[src/rtl/bfpu_sched_pkg.sv]
// rtl/bfpu_sched_pkg.sv - shared parameters and opcode encodings for the bfpu and its scheduler
package bfpu_sched_pkg;

    localparam int BIT_VEC_SIZE = 64;

    localparam logic [2:0] OP_SEL  = 3'b000;
    localparam logic [2:0] OP_OR   = 3'b001;
    localparam logic [2:0] OP_AND  = 3'b010;
    localparam logic [2:0] OP_ANDN = 3'b011;
    localparam logic [2:0] OP_XOR  = 3'b100;

    // Encodings above OP_XOR are reserved and reported as errors.
    function automatic logic op_legal(input logic [2:0] op);
        return op <= OP_XOR;
    endfunction

endpackage

[src/rtl/bfpu.sv]
// rtl/bfpu.sv - single-cycle registered bit-vector function unit
module bfpu #(
    parameter int BIT_VEC_SIZE = bfpu_sched_pkg::BIT_VEC_SIZE
) (
    input  logic                    clk,
    input  logic                    rst,
    input  logic                    valid_in_1,
    input  logic                    valid_in_2,
    input  logic [BIT_VEC_SIZE-1:0] in_1,
    input  logic [BIT_VEC_SIZE-1:0] in_2,
    input  logic [2:0]              opcode,
    input  logic                    choice,
    output logic                    valid_out,
    output logic [BIT_VEC_SIZE-1:0] data_out
);
    import bfpu_sched_pkg::*;

    logic [BIT_VEC_SIZE-1:0] result;

    // Combinational operation decode; reserved opcodes yield zero.
    always_comb begin
        result = '0;
        case (opcode)
            OP_SEL:  result = choice ? in_2 : in_1;
            OP_OR:   result = in_1 | in_2;
            OP_AND:  result = in_1 & in_2;
            OP_ANDN: result = in_1 & ~in_2;
            OP_XOR:  result = in_1 ^ in_2;
            default: result = '0;
        endcase
    end

    // Register the result one cycle after both operands are valid.
    always_ff @(posedge clk) begin
        if (rst) begin
            valid_out <= 1'b0;
            data_out  <= '0;
        end else begin
            valid_out <= valid_in_1 & valid_in_2;
            if (valid_in_1 & valid_in_2) begin
                data_out <= result;
            end
        end
    end

endmodule

[src/rtl/bfpu_sched.sv]
// rtl/bfpu_sched.sv - round-robin scheduler sharing one bfpu among several requesters
module bfpu_sched #(
    parameter int NUM_REQ      = 4,
    parameter int BIT_VEC_SIZE = bfpu_sched_pkg::BIT_VEC_SIZE,
    parameter int TAG_W        = $clog2(NUM_REQ)
) (
    input  logic                            clk,
    input  logic                            rst,
    input  logic [NUM_REQ-1:0]              req_valid,
    input  logic [NUM_REQ*BIT_VEC_SIZE-1:0] req_in_1,
    input  logic [NUM_REQ*BIT_VEC_SIZE-1:0] req_in_2,
    input  logic [NUM_REQ*3-1:0]            req_opcode,
    input  logic [NUM_REQ-1:0]              req_choice,
    output logic [NUM_REQ-1:0]              req_ready,
    output logic                            resp_valid,
    input  logic                            resp_ready,
    output logic [BIT_VEC_SIZE-1:0]         resp_data,
    output logic [TAG_W-1:0]                resp_id,
    output logic                            resp_err
);
    import bfpu_sched_pkg::*;

    logic [TAG_W-1:0]        rr_ptr;
    logic [TAG_W-1:0]        grant_idx;
    logic [TAG_W-1:0]        cand;
    logic                    any_req;
    logic                    credit_ok;
    logic                    accept;
    logic                    pop;
    logic                    push;
    logic [2:0]              sel_op;
    logic [BIT_VEC_SIZE-1:0] op_data;
    logic [TAG_W-1:0]        tag_q;
    logic                    err_q;

    logic [BIT_VEC_SIZE-1:0] fifo_data [2];
    logic [TAG_W-1:0]        fifo_id   [2];
    logic                    fifo_err  [2];
    logic                    wr_ptr;
    logic                    rd_ptr;
    logic [1:0]              fifo_count;

    // Cyclic search from rr_ptr for the first active requester.
    always_comb begin
        any_req   = 1'b0;
        grant_idx = '0;
        cand      = '0;
        for (int k = 0; k < NUM_REQ; k++) begin
            cand = TAG_W'((int'(rr_ptr) + k) % NUM_REQ);
            if (!any_req && req_valid[cand]) begin
                any_req   = 1'b1;
                grant_idx = cand;
            end
        end
    end

    // The operation in the bfpu always lands in the FIFO next cycle, so it
    // is counted against the two slots together with the buffered entries.
    assign pop       = resp_valid & resp_ready;
    assign credit_ok = (3'(fifo_count) + 3'(push) - 3'(pop)) < 3'd2;
    assign accept    = any_req & credit_ok & ~rst;
    assign sel_op    = req_opcode[grant_idx*3 +: 3];

    // One-hot grant to the winning requester when a slot is available.
    always_comb begin
        req_ready = '0;
        if (accept) begin
            req_ready[grant_idx] = 1'b1;
        end
    end

    bfpu #(
        .BIT_VEC_SIZE (BIT_VEC_SIZE)
    ) u_bfpu (
        .clk        (clk),
        .rst        (rst),
        .valid_in_1 (accept),
        .valid_in_2 (accept),
        .in_1       (req_in_1[grant_idx*BIT_VEC_SIZE +: BIT_VEC_SIZE]),
        .in_2       (req_in_2[grant_idx*BIT_VEC_SIZE +: BIT_VEC_SIZE]),
        .opcode     (sel_op),
        .choice     (req_choice[grant_idx]),
        .valid_out  (push),
        .data_out   (op_data)
    );

    // Pointer advance past the accepted requester, and the tag/error side
    // channel that travels alongside the bfpu pipeline stage.
    always_ff @(posedge clk) begin
        if (rst) begin
            rr_ptr <= '0;
            tag_q  <= '0;
            err_q  <= 1'b0;
        end else if (accept) begin
            rr_ptr <= TAG_W'((int'(grant_idx) + 1) % NUM_REQ);
            tag_q  <= grant_idx;
            err_q  <= !op_legal(sel_op);
        end
    end

    // Two-entry result FIFO; errored results are stored as zero.
    always_ff @(posedge clk) begin
        if (rst) begin
            wr_ptr     <= 1'b0;
            rd_ptr     <= 1'b0;
            fifo_count <= 2'd0;
        end else begin
            if (push) begin
                fifo_data[wr_ptr] <= err_q ? '0 : op_data;
                fifo_id[wr_ptr]   <= tag_q;
                fifo_err[wr_ptr]  <= err_q;
                wr_ptr            <= ~wr_ptr;
            end
            if (pop) begin
                rd_ptr <= ~rd_ptr;
            end
            case ({push, pop})
                2'b10:   fifo_count <= fifo_count + 2'd1;
                2'b01:   fifo_count <= fifo_count - 2'd1;
                default: fifo_count <= fifo_count;
            endcase
        end
    end

    assign resp_valid = (fifo_count != 2'd0) & ~rst;
    assign resp_data  = fifo_data[rd_ptr];
    assign resp_id    = fifo_id[rd_ptr];
    assign resp_err   = resp_valid & fifo_err[rd_ptr];

endmodule

[config.mk]
export PLATFORM = sky130hd
export DESIGN_NAME = bfpu_sched
export DESIGN_NICKNAME = d
export VERILOG_FILES = /design/src/rtl/bfpu_sched_pkg.sv /design/src/rtl/bfpu.sv /design/src/rtl/bfpu_sched.sv
export SDC_FILE = /design/constraint.sdc
export NUM_CORES = 1
export LEC_CHECK = 0
export CAP_MARGIN = 20
export CELL_PAD_IN_SITES_DETAIL_PLACEMENT = 0
export CELL_PAD_IN_SITES_GLOBAL_PLACEMENT = 1
export CORE_ASPECT_RATIO = 0.5
export CORE_MARGIN = 5
export CORE_UTILIZATION = 36
export CTS_BUF_LIST = sky130_fd_sc_hd__clkbuf_8
export DETAILED_ROUTE_END_ITERATION = 8
export MAX_ROUTING_LAYER = met4
export PLACE_DENSITY_LB_ADDON = 0.1
export SYNTH_ARGS = -nofsm -noshare
export SYNTH_HDL_FRONTEND = slang
export SYNTH_HIERARCHICAL = 1
export SYNTH_SLANG_ARGS = --single-unit
[constraint.sdc]
create_clock -name clk -period 11.6 [get_ports clk]
set_input_delay 1.16 -clock clk [delete_from_list [all_inputs] [get_ports clk]]
set_output_delay 1.16 -clock clk [all_outputs]
set_load 0.02 [all_outputs]
=== Word level (Yosys, flattened, before mapping) ===
Memories as Yosys holds them, arrays and structs flattened. A register that Yosys moved wholly into a read port is not among the register bits.
Index checks and enable logic that the tools add are counted.

* Memories kept: 3
* Register bits: 74
* Output and inout port bits: 72
* Memory bits (writable): 134

* Equal/unequal tests: 6
* $add $sub $neg: 8
* $mul: 1
* Shifts and indexed selects: 3
* Order comparisons: 8
* Multiplexer cells: 34
* Reductions and logical operators: 11
* Bitwise operators: 13

{| class="wikitable"
|+ Memories
! name !! depth !! width !! read ports !! clocked after Yosys merged registers in !! write ports !! RTL line !! source
|-
| fifo_data || 2 || 64 || 1 || 1 || 1 || bfpu_sched.sv:36 || <nowiki>logic [BIT_VEC_SIZE-1:0] fifo_data [2];</nowiki>
|-
| fifo_id || 2 || 2 || 1 || 1 || 1 || bfpu_sched.sv:37 || <nowiki>logic [TAG_W-1:0] fifo_id [2];</nowiki>
|-
| fifo_err || 2 || 1 || 1 || 1 || 1 || bfpu_sched.sv:38 || <nowiki>logic fifo_err [2];</nowiki>
|}

{| class="wikitable"
|+ Operator list
! kind !! number
|-
| 256-bit by 9-bit variable part select with 64-bit output || 2
|-
| 64-bit case mux with 5 select lines || 1
|-
| 64-bit bitwise AND || 2
|-
| 64-bit 2-to-1 mux || 2
|-
| 64-bit NOT || 1
|-
| 64-bit OR || 1
|-
| 64-bit bitwise XOR || 1
|-
| 1-bit 2-to-1 mux || 19
|-
| 2-bit by 3-bit < comparator with 1-bit output, second input constant || 5
|-
| 12-bit by 5-bit variable part select with 3-bit output || 1
|-
| 1-bit binary-select mux with 2-bit select || 5
|-
| 2-bit 2-to-1 mux || 4
|-
| 2-bit by 1-bit adder with 2-bit output, second input constant || 3
|-
| 3-bit by 2-bit == test with 1-bit output, second input constant || 2
|-
| 1-bit bitwise AND || 5
|-
| 2-bit adder, second input constant || 2
|-
| 1-bit logical AND || 4
|-
| 1-bit logical NOT || 4
|-
| 2-bit by 2-bit multiplier with 4-bit output, second input constant || 1
|-
| 4-bit 2-to-1 mux || 1
|-
| 2-bit case mux with 2 select lines || 1
|-
| 2-bit nonzero test || 2
|-
| 2-bit by 1-bit adder with 3-bit output || 1
|-
| 3-bit by 1-bit == test with 1-bit output, second input constant || 1
|-
| 11 further kinds || 13
|}

=== Depth between registers and ports, before layout ===
Gate-level depths: netlist of run 1.

* Depth after elaboration: 17
* Gate-level depth with buffers: 17

=== Hierarchy ===
The synthesis of run 1 kept the hierarchy.

{| class="wikitable"
|+ By module, submodules not included
! module !! area an instance (µm²) !! seq. area each (µm²) !! cells an instance !! instances
|-
| bfpu_sched || 9,955.8 || 4,224.1 || 1,242 || 1
|-
| bfpu || 6,755.2 || 1,301.2 || 883 || 1
|}

=== Worst setup path before layout of run 1 ===
Ideal clock, no wire load.

* Path kind: input-to-reg
* From: input port rst
* To: memory fifo_data[0][0] (enable)
* Stages: 2
* Arrival time: 6,281 ps
* Library setup time: 588 ps
* Required time: 11,012 ps
* Path slack: 4,731 ps
* Path through: clkbuf_1 > nor3b_1

* Longest elaborated chain between the ends: 2

{| class="wikitable"
|+ Ends and longest elaborated chain
! element !! RTL line !! source
|-
| start, declared || bfpu_sched.sv:8 || <nowiki>input logic rst,</nowiki>
|-
| 1-bit 2-to-1 mux || bfpu_sched.sv:103 || <nowiki>if (rst) begin</nowiki>
|-
| 1-bit 2-to-1 mux || bfpu_sched.sv:109 || <nowiki>fifo_data[wr_ptr] <= err_q ? '0 : op_data;</nowiki>
|-
| end, declared || bfpu_sched.sv:36 ||
|}

Every way passes these cells.

=== Worst setup path after layout of run 1 ===
* From: input port req_valid[3]
* To: register u_bfpu.data_out[62]

* Longest elaborated chain between the ends: 16
* Elaborated cells on any way between the ends: 42
* Those cells by class: mul: 1; eq/ne: 4; shift: 3; mux: 20; bitwise: 7; reduce/logical: 7

{| class="wikitable"
|+ Ends and longest elaborated chain
! element !! RTL line !! source
|-
| start, declared || bfpu_sched.sv:9 || <nowiki>input logic [NUM_REQ-1:0] req_valid,</nowiki>
|-
| 1-bit binary-select mux with 2-bit select || bfpu_sched.sv:50 || <nowiki>if (!any_req && req_valid[cand]) begin</nowiki>
|-
| 1-bit 2-to-1 mux (implied by the code) || bfpu_sched.sv:50 ||
|-
| 1-bit 2-to-1 mux || bfpu_sched.sv:50 ||
|-
| 1-bit logical NOT || bfpu_sched.sv:50 ||
|-
| 1-bit logical AND || bfpu_sched.sv:50 ||
|-
| 1-bit 2-to-1 mux || bfpu_sched.sv:50 ||
|-
| 1-bit logical NOT || bfpu_sched.sv:50 ||
|-
| 1-bit logical AND || bfpu_sched.sv:50 ||
|-
| 1-bit 2-to-1 mux || bfpu_sched.sv:50 ||
|-
| 1-bit logical NOT || bfpu_sched.sv:50 ||
|-
| 1-bit logical AND || bfpu_sched.sv:50 ||
|-
| 2-bit 2-to-1 mux || bfpu_sched.sv:50 ||
|-
| 2-bit by 2-bit multiplier with 4-bit output, or another cell as far along || bfpu_sched.sv:62 || <nowiki>assign sel_op = req_opcode[grant_idx*3 +: 3];</nowiki>
|-
| 12-bit by 5-bit variable part select with 3-bit output, or another cell as far along || bfpu_sched.sv:62 ||
|-
| 3-bit == test, or another cell as far along || bfpu.sv:23 || <nowiki>case (opcode)</nowiki>
|-
| 64-bit case mux with 5 select lines || bfpu.sv:23 ||
|-
| end signal, assigned || bfpu.sv:41 || <nowiki>data_out <= result;</nowiki>
|-
| end, declared || bfpu.sv:14 || <nowiki>output logic [BIT_VEC_SIZE-1:0] data_out</nowiki>
|}

Parallel ways exist; a longest one is shown, timed or not. The select of a mux whose other input is x is not followed.
A chain may end at the register's enable or synchronous reset.

==> metrics.csv, run 1 <==
stage;metric;value;unit
status;status;finished clean;
floorplan;IO Count;607;
hold_path;number of cells on the worst hold path;0;
clock_network;CTS root buffer;clkbuf_8;
worst_setup_path;CP required;12050;ps
timing;setup TNS;0;ps
clock_network;Worst-path clk slew;60;ps
floorplan;Rows;55;
worst_setup_path;Worst R2R End;u_bfpu/data_out[62];
floorplan;starting density of the core;36.7;%
final_layout;Final Cell Area;23800;µm²
global_routing;gr ovfl total;0;
worst_setup_path;critical setup path kind;primary input to flip-flop;
timing;final hold vios;0;
placed_design;PortBufs;606;
clock_network;Post-CTS Setup Bufs;0;
timing;setup violators final;0;
clock_network;Skew-Pair Late Insertion Delay;560;ps
worst_setup_path;crit-path max cell delay;790;ps
power;Cell Int Power;1.83;mW
synth;post-synthesis cell type count;60;
clock_network;# hold bufs at CTS;0;
worst_setup_path;Setup crit start kind;primary input;
final_layout;share of layout cells above drive strength 1;6.89;%
worst_setup_path;worst-path cell chain;clkdlybuf4s50_1 > nor2_1 > or4_1 > nand2_8 > buf_4 > buf_4 > nand2_1 > a31oi_4 > buf_4 > buf_4 > mux2_2 > a22oi_1 > o311ai_0 > a22o_1;
worst_setup_path;kind of end point of the critical path;flip-flop;
route;Iteration-0 DRC Markers;1972;
floorplan;Die W;315;µm
final_layout;commonest non-fill, non-tap cell in the layout;nand2_1;
worst_setup_path;FF-to-FF setup slack;5730;ps
power;clock share of power;21.3;%
route;DRC;0;
clock_network;clock buffer depth;3;
hold_path;HP Class;flip-flop to flip-flop;
worst_setup_path;FF-to-FF path depth;13;
worst_setup_path;worst-path fanout max;85;
synth;Synth Flop Type;edfxtp_1;
timing;final setup skew;23.6;ps
floorplan;die area;51100;µm²
timing;Tmin final;6650;ps
clock_network;TritonCTS clock tree;done;
worst_setup_path;Reg2Reg Launch Point;rr_ptr[0];
timing;Worst slew margin;20.6;%
power;P_leak;9.62;nW
route;DR WL/cell;26.6;µm
route;antenna violation net count after detailed routing;0;
floorplan;die height;162;µm
final_layout;most frequent cells in the layout;nand2_1, clkdlybuf4s50_1, a31oi_1, inv_1, edfxtp_1;
route;Avg Vias per Cell;5.56;
synth;Synth async-reset ratio;0;%
placed_design;area post-placement;23100;µm²
placed_design;DP HPWL;66700;µm
timing;period utilization;57.3;%
job;max-cap violations;0;
synth;number of flops mapped to enable cells by yosys;134;
clock_network;CTS Buf Count;37;
synth;Post-Syn Instances;2125;
clock_network;Resize count post-CTS;0;
power;Comb power frac;51.6;%
placed_design;routability cong.;0.951;
clock_network;H-tree depth;2;
power;NetSw;1.36;mW
floorplan;core footprint;45600;µm²
global_routing;initial antenna violation count;12;
final_layout;NumNets Final;3218;
timing;Fmax achieved;150;MHz
global_routing;vias in the first global route;16600;
route;vias;18200;
worst_setup_path;CP arrival;7100;ps
timing;Least-Margin Pin Slew;1190;ps
power;pwr dens;134;nW/µm²
final_layout;number of fill cells;4418;
power;Switching Fraction;42.6;%
synth;Mapped Area;16700;µm²
timing;fin. max-slew vios;0;
hold_path;Worst Hold Launch;tag_q[0];
synth;syn nets;2729;
final_layout;Layout area overhead;42.6;%
route;DRT Pass-1 Iters;6;
global_routing;GRT Util Overall;33.1;%
global_routing;largest net degree at the start of global routing;118;
worst_setup_path;most used cell, CP;buf_4;
synth;yosys warns;6;
worst_setup_path;Crit-path slowest cell;buf_4;
synth;syn avg cell area;7.86;µm²
power;total power;3.19;mW
route;DRT Wirelength;87300;µm
synth;#FFs+latches synth;209;
power;Peak VDD IR;62.3;µV
synth;sequential fraction of the synthesis area;33.1;%
hold_path;Hold EP;fifo_id[0][0];
power;Reg power frac;27.1;%
clock_network;clock sink count;209;
global_routing;first-pass GRT wire length;121000;µm
timing;RSZ-0062 raised after global routing;no;
## kinds of logic (layout without fill, tap and decap cells)
family / Yosys count / count (layout) / share of synthesized area (%)
buffers and inverters: 317 / 834 / 7.80
XOR/XNOR: 30 / 30 / 1.57
AO/OA/AOI/OAI: 360 / 360 / 15.4
multiplexers: 120 / 120 / 7.78
AND/OR/NAND/NOR: 1020 / 1020 / 29.2
other: 0 / 9 / 0
flip-flops: 209 / 209 / 33.1
adder cells (fa/ha/maj): 69 / 69 / 5.21
## power by group through the flow
stage	Combinational (mW)	Clock [mW]	Sequential, mW
finish	1.64	0.679	0.865
global route	1.76	0.729	0.866
CTS	1.60	0.690	0.863
detailed placement	1.59	0	0.879
global placement	1.57	0	0.879
floorplan	0.985	0	0.851
## metrics by stage
stage | util, % | setup slack, ps | instances | hold WS [ps]
finish | 52.3 | 4950 | 3278 | 457
global route | 52.3 | 4700 | 3277 | 480
CTS | 52.2 | 5120 | 3267 | 462
detailed placement | 50.6 | 4530 | 3200 | 448
global placement | 50.6 | 4580 | 3199 | 433
floorplan | - | 4730 | 2125 | 425
## worst max-delay path by stage
stage	from	end
floorplan	rst	fifo_data[0][0]
global placement	req_valid[3]	u_bfpu/data_out[58]
detailed placement	req_valid[3]	u_bfpu/data_out[62]
CTS	req_valid[3]	u_bfpu/data_out[62]
global route	req_valid[3]	u_bfpu/data_out[62]
finish	req_valid[3]	u_bfpu/data_out[62]
## Yosys cell counts, types with 2 or more instances
| library cell | number | share of area (%) |
|---|---|---|
| nor4_1 | 2 | 0.075 |
| nor3_1 | 3 | 0.090 |
| buf_6 | 3 | 0.20 |
| o22ai_1 | 13 | 0.49 |
| buf_1 | 12 | 0.27 |
| clkbuf_1 | 97 | 2.2 |
| nand4b_1 | 35 | 1.8 |
| a222oi_1 | 13 | 0.78 |
| o21ai_0 | 20 | 0.60 |
| nand3b_1 | 36 | 1.6 |
| a22oi_1 | 13 | 0.58 |
| xor2_1 | 15 | 0.79 |
| nand3_1 | 18 | 0.54 |
| o32ai_1 | 3 | 0.16 |
| buf_2 | 70 | 2.1 |
| a21oi_1 | 6 | 0.18 |
| nand2_1 | 639 | 14 |
| and2_1 | 9 | 0.34 |
| a2bb2oi_1 | 38 | 2.0 |
| mux2i_1 | 41 | 2.5 |
| a221o_1 | 3 | 0.18 |
| ha_1 | 68 | 5.1 |
| a31oi_1 | 164 | 6.1 |
| edfxtp_1 | 134 | 24 |
| nor2_1 | 16 | 0.36 |
| xnor2_1 | 15 | 0.79 |
| and3_1 | 129 | 4.8 |
| o311ai_0 | 12 | 0.63 |
| a221oi_1 | 14 | 0.73 |
| o211ai_1 | 37 | 1.7 |
| nor2b_1 | 73 | 2.7 |
| dfxtp_1 | 75 | 9.0 |
| nand2b_1 | 15 | 0.56 |
| or3_1 | 35 | 1.3 |
| inv_1 | 133 | 3.0 |
| a22o_1 | 13 | 0.68 |
| nor3b_1 | 2 | 0.090 |
| mux2_2 | 79 | 5.3 |
## critical path, delay by kind of cell
| family | cells | cell delay [ps] |
|---|---|---|
| and+or+nand+nor | 4 | 1400 |
| muxes | 1 | 410 |
| AOI/OAI and AO/OA | 4 | 750 |
| buffers and inverters | 5 | 3120 |
## registers in the layout, indices dropped and copies added, names as in the netlist, named ones only
signal            count
fifo_data           128
u_bfpu/data_out      64
fifo_id               4
fifo_count            2
fifo_err              2
rr_ptr                2
tag_q                 2
err_q                 1
rd_ptr                1
u_bfpu/valid_out      1
wr_ptr                1
## final cells by class
type | instances | area [µm²] | area share [%]
antenna | 9 | 22.5 | 0.0945
inverter | 134 | 513 | 2.15
sequential | 209 | 5530 | 23.2
tap | 627 | 785 | 3.29
clock inverter | 25 | 140 | 0.588
clock buffer | 42 | 578 | 2.43
timing repair buffer | 633 | 6270 | 26.3
multi-input combinational | 1599 | 10000 | 41.9
## per-layer routing
layer  GRT usage, %  share of wire [%]
met5              -                  0
met3           6.04                8.5
met2           49.4                 44
met4           4.84                1.2
met1           48.1                 46
(Power assumes the default switching activity.)
==> inputs of run 2 (changes only) <==
--- a/config.mk
+++ b/config.mk
@@ -10,7 +10,7 @@
 export CELL_PAD_IN_SITES_GLOBAL_PLACEMENT = 1
 export CORE_ASPECT_RATIO = 0.5
 export CORE_MARGIN = 5
-export CORE_UTILIZATION = 36
+export CORE_UTILIZATION = 30
 export CTS_BUF_LIST = sky130_fd_sc_hd__clkbuf_8
 export DETAILED_ROUTE_END_ITERATION = 8
 export MAX_ROUTING_LAYER = met4
==> constraint.sdc (replaced) <==
create_clock -name clk -period 5.73 [get_ports clk]
set_input_delay 0.573 -clock clk [delete_from_list [all_inputs] [get_ports clk]]
set_output_delay 0.573 -clock clk [all_outputs]
set_load 0.02 [all_outputs]
==> run 2 against run 1 <==
  * Sequential share of layout area is 0.41 points lower
  * Wire length is 0.27% lower
  * Clock-buffer cell count is 2 lower
  * Hold slack worse by 160 ps
==> metrics.csv, run 2 (synthesis results as in run 1) <==
stage;metric;value;unit
hold_path;number of cells on the worst hold path;2;
final_layout;largest registers;fifo_data: 128 flops, u_bfpu/data_out: 64 flops, fifo_id: 4 flops;
timing;final hold vios;0;
worst_setup_path;critical setup path kind;primary input to flip-flop;
clock_network;Skew-Pair Late Insertion Delay;550;ps
timing;worst hold slack;300;ps
route;antenna violation net count after detailed routing;0;
final_layout;share of layout cells above drive strength 1;7.39;%
status;status;finished clean;
clock_network;TritonCTS clock tree;done;
global_routing;first-pass GRT wire length;121000;µm
placed_design;PortBufs;606;
clock_network;# hold bufs at CTS;0;
route;DR WL/cell;25.3;µm
placed_design;routability cong.;0.919;
job;max-cap violations;0;
worst_setup_path;crit-path max cell delay;610;ps
hold_path;HP Class;primary input to flip-flop;
floorplan;core footprint;55300;µm²
floorplan;Rows;61;
route;DRT Wirelength;87100;µm
clock_network;clock sink count;209;
final_layout;max FFs per register;128;
power;Peak VDD IR;125;µV
worst_setup_path;FF-to-FF path depth;13;
global_routing;GRT Util Overall;28.0;%
clock_network;Resize count post-CTS;0;
worst_setup_path;CP arrival;4780;ps
worst_setup_path;worst-path cell chain;clkdlybuf4s50_1 > nor2b_1 > or4b_1 > nand2_8 > inv_8 > buf_12 > nand2_1 > and3_1 > a31oi_1 > inv_1 > ha_1 > a22oi_1 > o311ai_0 > a22o_1;
floorplan;IO Count;607;
final_layout;commonest non-fill, non-tap cell in the layout;nand2_1;
power;P_leak;9.75;nW
timing;Tmin final;4340;ps
global_routing;gr ovfl total;0;
timing;setup violators final;0;
worst_setup_path;Setup crit start kind;primary input;
power;pwr dens;267;nW/µm²
route;DRC;0;
global_routing;initial antenna violation count;27;
route;Avg Vias per Cell;5.23;
timing;Fmax achieved;230;MHz
worst_setup_path;Crit-path slowest cell;a31oi_1;
final_layout;most frequent cells in the layout;nand2_1, clkdlybuf4s50_1, a31oi_1, inv_1, edfxtp_1;
timing;fin. max-slew vios;0;
clock_network;clock buffer depth;3;
timing;setup TNS;0;ps
worst_setup_path;CP required;6170;ps
timing;Worst slew margin;29.3;%
final_layout;Layout area overhead;45.3;%
route;DRT Pass-1 Iters;7;
floorplan;Die W;344;µm
worst_setup_path;Top Family by Delay on Critical Path;buffers and inverters;
clock_network;Post-CTS Setup Bufs;0;
placed_design;placed insts;3351;
clock_network;Worst-path clk slew;60;ps
worst_setup_path;worst-path fanout max;94;
timing;Least-Margin Pin Slew;1050;ps
worst_setup_path;WP buf/inv;4;
global_routing;largest net degree at the start of global routing;133;
final_layout;NumNets Final;3239;
clock_network;H-tree depth;2;
placed_design;DP HPWL;67700;µm
final_layout;Biggest register;fifo_data;
route;Iteration-0 DRC Markers;1522;
timing;final setup skew;29.5;ps
worst_setup_path;Stages on worst setup path;14;
route;vias;18000;
clock_network;CTS Buf Count;38;
clock_network;CTS root buffer;clkbuf_8;
floorplan;die height;177;µm
global_routing;vias in the first global route;17300;
timing;RSZ-0062 raised after global routing;no;
final_layout;Finished Layout Cells;3445;
final_layout;Finished Core Util;43.9;%
timing;period utilization;75.8;%
floorplan;starting density of the core;30.2;%
floorplan;die area;60800;µm²
worst_setup_path;kind of end point of the critical path;flip-flop;
-- run 2: changes by cell type in the layout (fill, tap and decap cells not counted), sizes merged --
cell	before	now
buf	28	48
diode	9	24
inv	149	152
clkbuf	42	40
clkinv	9	11
-- run 2: worst paths after layout --
check / startpoint / endpoint / slack, ps
setup / recovery: req_valid[2] / u_bfpu/data_out[3] / 1390
hold / removal: rst / tag_q[0] / 300
setup reg to reg: rr_ptr[0] / u_bfpu/data_out[3] / 1600
hold reg to reg: u_bfpu/data_out[39] / u_bfpu/data_out[39] / 470
-- run 2: cell type report --
| type | count | area (µm²) |
|---|---|---|
| well taps | 756 | 946 |
| clock inverters | 30 | 153 |
| multi-input cells | 1599 | 10000 |
| repair buffers | 653 | 6520 |
| inverters | 134 | 513 |
| clock buffers | 40 | 551 |
| diodes | 24 | 60.1 |
| fillers | 5620 | 31100 |
| flip-flops and latches | 209 | 5530 |
-- run 2: power by group --
part           total (mW)  switching [mW]  internal [mW]
combinational        3.35            1.99           1.36
clock                1.35           0.655          0.695
sequential           1.78           0.104           1.67
-- run 2: worst reg2reg max path, delay by kind of cell, from the launching register on --
kind / cells / cell delay, ps
AO/OA/AOI/OAI: 4 / 1220
adder cells (fa/ha/maj): 1 / 320
buffers and inverters: 3 / 940
flip-flops: 1 / 340
AND/OR/NAND/NOR: 5 / 1210
-- run 2: stage by stage --
step / setup WS [ps] / power, mW / instance area (µm²)
floorplan: 1850 / 3.72 / 16700
global placement: 974 / 5.08 / 23500
detailed placement: 861 / 5.10 / 23500
CTS: 1440 / 6.46 / 24200
global route: 1060 / 6.88 / 24300
finish: 1390 / 6.48 / 24300
-- run 2: per-layer routing --
metal | up-vias | GRT usage (%) | wire length [µm]
li1 | 8568 | - | -
met1 | 8712 | 38.9 | 40200
met2 | 666 | 40.6 | 38300
met3 | 72 | 7.18 | 7080
met4 | 0 | 7.28 | 1400
met5 | - | - | 0
==> inputs of run 3 (changes only) <==
--- a/config.mk
+++ b/config.mk
@@ -10,7 +10,7 @@
 export CELL_PAD_IN_SITES_GLOBAL_PLACEMENT = 1
 export CORE_ASPECT_RATIO = 0.5
 export CORE_MARGIN = 5
-export CORE_UTILIZATION = 30
+export CORE_UTILIZATION = 33
 export CTS_BUF_LIST = sky130_fd_sc_hd__clkbuf_8
 export DETAILED_ROUTE_END_ITERATION = 8
 export MAX_ROUTING_LAYER = met4
==> constraint.sdc (replaced) <==
create_clock -name clk -period 4 [get_ports clk]
set_input_delay 0.4 -clock clk [delete_from_list [all_inputs] [get_ports clk]]
set_output_delay 0.4 -clock clk [all_outputs]
set_load 0.02 [all_outputs]
==> run 3 against run 2 <==
  * Design area is 6.7% higher
  * Largest power group unchanged
  * Hold slack worse by 48 ps
  * Clock power is 43% higher
  * Power is 55% higher
  * Via count is 4.9% higher
  * Sequential power is 43% higher
  * Largest cell class unchanged
  * Die area is 8.7% lower
==> metrics.csv, run 3 (synthesis results as in run 1) <==
stage;metric;value;unit
final_layout;most frequent cells in the layout;nand2_1, clkdlybuf4s50_1, buf_4, a31oi_1, inv_1;
clock_network;clock sink count;209;
timing;Tmin final;3680;ps
timing;fin. max-slew vios;0;
final_layout;share of layout cells above drive strength 1;14.0;%
final_layout;number of fill cells;4857;
power;Reg power frac;25.3;%
worst_setup_path;Setup crit start kind;flip-flop;
final_layout;Layout area overhead;55.0;%
final_layout;Biggest register;fifo_data;
global_routing;initial antenna violation count;29;
power;total power;10.0;mW
placed_design;DP HPWL;71700;µm
placed_design;PortBufs;606;
hold_path;Worst Hold Launch;rst;
status;status;finished clean;
global_routing;gr ovfl total;0;
final_layout;largest registers;fifo_data: 128 flops, u_bfpu/data_out: 64 flops, fifo_id: 4 flops;
clock_network;# hold bufs at CTS;0;
placed_design;routability cong.;0.953;
power;NetSw;4.06;mW
final_layout;multi-input logic area;10000;µm²
route;DRT Pass-1 Iters;6;
global_routing;GRT Util Overall;31.8;%
timing;RSZ-0062 raised after global routing;no;
power;Switching Fraction;40.5;%
worst_setup_path;crit-path max cell delay;600;ps
route;top sig layer;met4;
power;Cell Int Power;5.98;mW
floorplan;Die W;328;µm
clock_network;TritonCTS clock tree;done;
final_layout;max FFs per register;128;
clock_network;H-tree depth;2;
worst_setup_path;Reg2Reg Launch Point;rr_ptr[0];
timing;final hold vios;0;
power;P_leak;10.8;nW
route;DRT Wirelength;90400;µm
route;Avg Vias per Cell;5.27;
worst_setup_path;WP buf/inv;2;
clock_network;CTS Buf Count;36;
floorplan;die area;55500;µm²
route;Iteration-0 DRC Markers;1707;
route;antenna violation net count after detailed routing;0;
route;met2 WL;39100;µm
timing;worst hold slack;251;ps
worst_setup_path;most used cell, CP;nor2_1;
placed_design;area post-placement;25100;µm²
floorplan;IO Count;607;
final_layout;Finished Core Util;51.7;%
final_layout;commonest non-fill, non-tap cell in the layout;nand2_1;
route;vias;18900;
power;clock share of power;19.2;%
worst_setup_path;CP required;3600;ps
final_layout;NumNets Final;3443;
power;Comb power frac;55.5;%
worst_setup_path;Crit-path slowest cell;clkdlybuf4s50_1;
floorplan;die height;169;µm
route;post-route met1 wirelength;42200;µm
floorplan;core footprint;50100;µm²
power;Peak VDD IR;194;µV
route;met3 routed WL;7780;µm
timing;setup violators final;0;
worst_setup_path;worst-path cell chain;nor2_1 > nor2_1 > nand2_1 > nor2_1 > o21ai_0 > fa_1 > xor2_1 > nor4b_2 > buf_6 > and2_1 > clkdlybuf4s50_1;
clock_network;clock buffer depth;3;
timing;Fmax achieved;272;MHz
hold_path;HP Class;primary input to flip-flop;
timing;final setup skew;32.4;ps
worst_setup_path;kind of end point of the critical path;output port;
final_layout;Final Cell Area;25900;µm²
timing;Worst slew margin;19.9;%
worst_setup_path;Top Family by Delay on Critical Path;simple AND/OR/NAND/NOR gates;
worst_setup_path;critical setup path kind;flip-flop to output port;
worst_setup_path;CP arrival;3280;ps
power;pwr dens;388;nW/µm²
global_routing;first-pass GRT wire length;126000;µm
global_routing;vias in the first global route;18000;
route;DRC;0;
job;max-cap violations;0;
timing;period utilization;91.9;%
clock_network;Skew-Pair Late Insertion Delay;550;ps
global_routing;largest net degree at the start of global routing;132;
final_layout;Sequential Area;5530;µm²
floorplan;Rows;58;
floorplan;starting density of the core;33.3;%
worst_setup_path;worst-path fanout max;7;
worst_setup_path;crit path launch;fifo_count[1];
clock_network;CTS root buffer;clkbuf_8;
timing;Least-Margin Pin Slew;1200;ps
route;DR WL/cell;25.2;µm
clock_network;Worst-path clk slew;60;ps
==> run 3: cell types whose count changed in the layout (fill, tap and decap cells not counted), moves of 2 or more <==
cell / delta
clkdlybuf4s50_1: -3
diode_2: +4
dlymetal6s2s_1: +3
dfxtp_2: +2
clkinv_1: -2
buf_4: +191
buf_12: +14
clkbuf_8: -3
==> run 3: metal layers <==
metal | vias to the layer above | track usage, %
li1 | 8971 | -
met1 | 9187 | 45.2
met2 | 680 | 45.8
met5 | - | -
met3 | 60 | 7.99
met4 | 0 | 6.96
==> run 3: worst register-to-register path, cell delays in order, from the launching register on <==
cell       delay [ps]
dfxtp_1           380
nor2b_1            80
or4b_1            630
nand2_8           140
buf_12            200
buf_4             340
nand2_1           110
and3_1            170
a31oi_1           450
buf_4             220
inv_1              40
ha_1              270
a2bb2oi_1          50
or3_1             300
a31oi_1           160
==> run 3: repair_timing <==
item | CTS | global route
gates resized for setup | 0 | 5
setup endpoints to repair | 0 | 4
setup buffers | 0 | 4
==> run 3: worst paths after layout <==
kind / end / slack, ps / cells after the start
max: req_ready[3] / 320 / 11
min: flip-flop / 250 / 3
max reg2reg: u_bfpu/data_out[19] / 410 / 14
min reg2reg: u_bfpu/data_out[23] / 460 / 2
==> run 3: final cells by class <==
type                       instances  share of cell area (%)
multi-input combinational       1599                    38.6
timing repair buffer             859                    31.8
sequential                       209                    21.4
tap                              690                    3.33
inverter                         134                    1.98
clock buffer                      37                    1.97
clock inverter                    28                   0.657
antenna                           28                   0.270
==> run 3: power by group through the flow <==
stage	combinational [mW]	sequential, mW	clock (mW)
after global routing	6.01	2.55	2.06
after floorplan	2.86	2.47	0
final	5.57	2.54	1.93
after detailed placement	5.48	2.58	0
after global placement	5.43	2.58	0
after CTS	5.50	2.53	1.97
==> run 3: through the flow <==
| stage | setup TNS, ps | std cells | setup WS (ps) |
|---|---|---|---|
| 6_report | 0 | 3584 | 323 |
| 4_1_cts | 0 | 3552 | 14.0 |
| 3_5_place_dp | -718 | 3487 | -160 |
| 5_1_grt | 0 | 3579 | 91.3 |
| 2_1_floorplan | 0 | 2125 | 284 |
| 3_3_place_gp | -350 | 3487 | -118 |
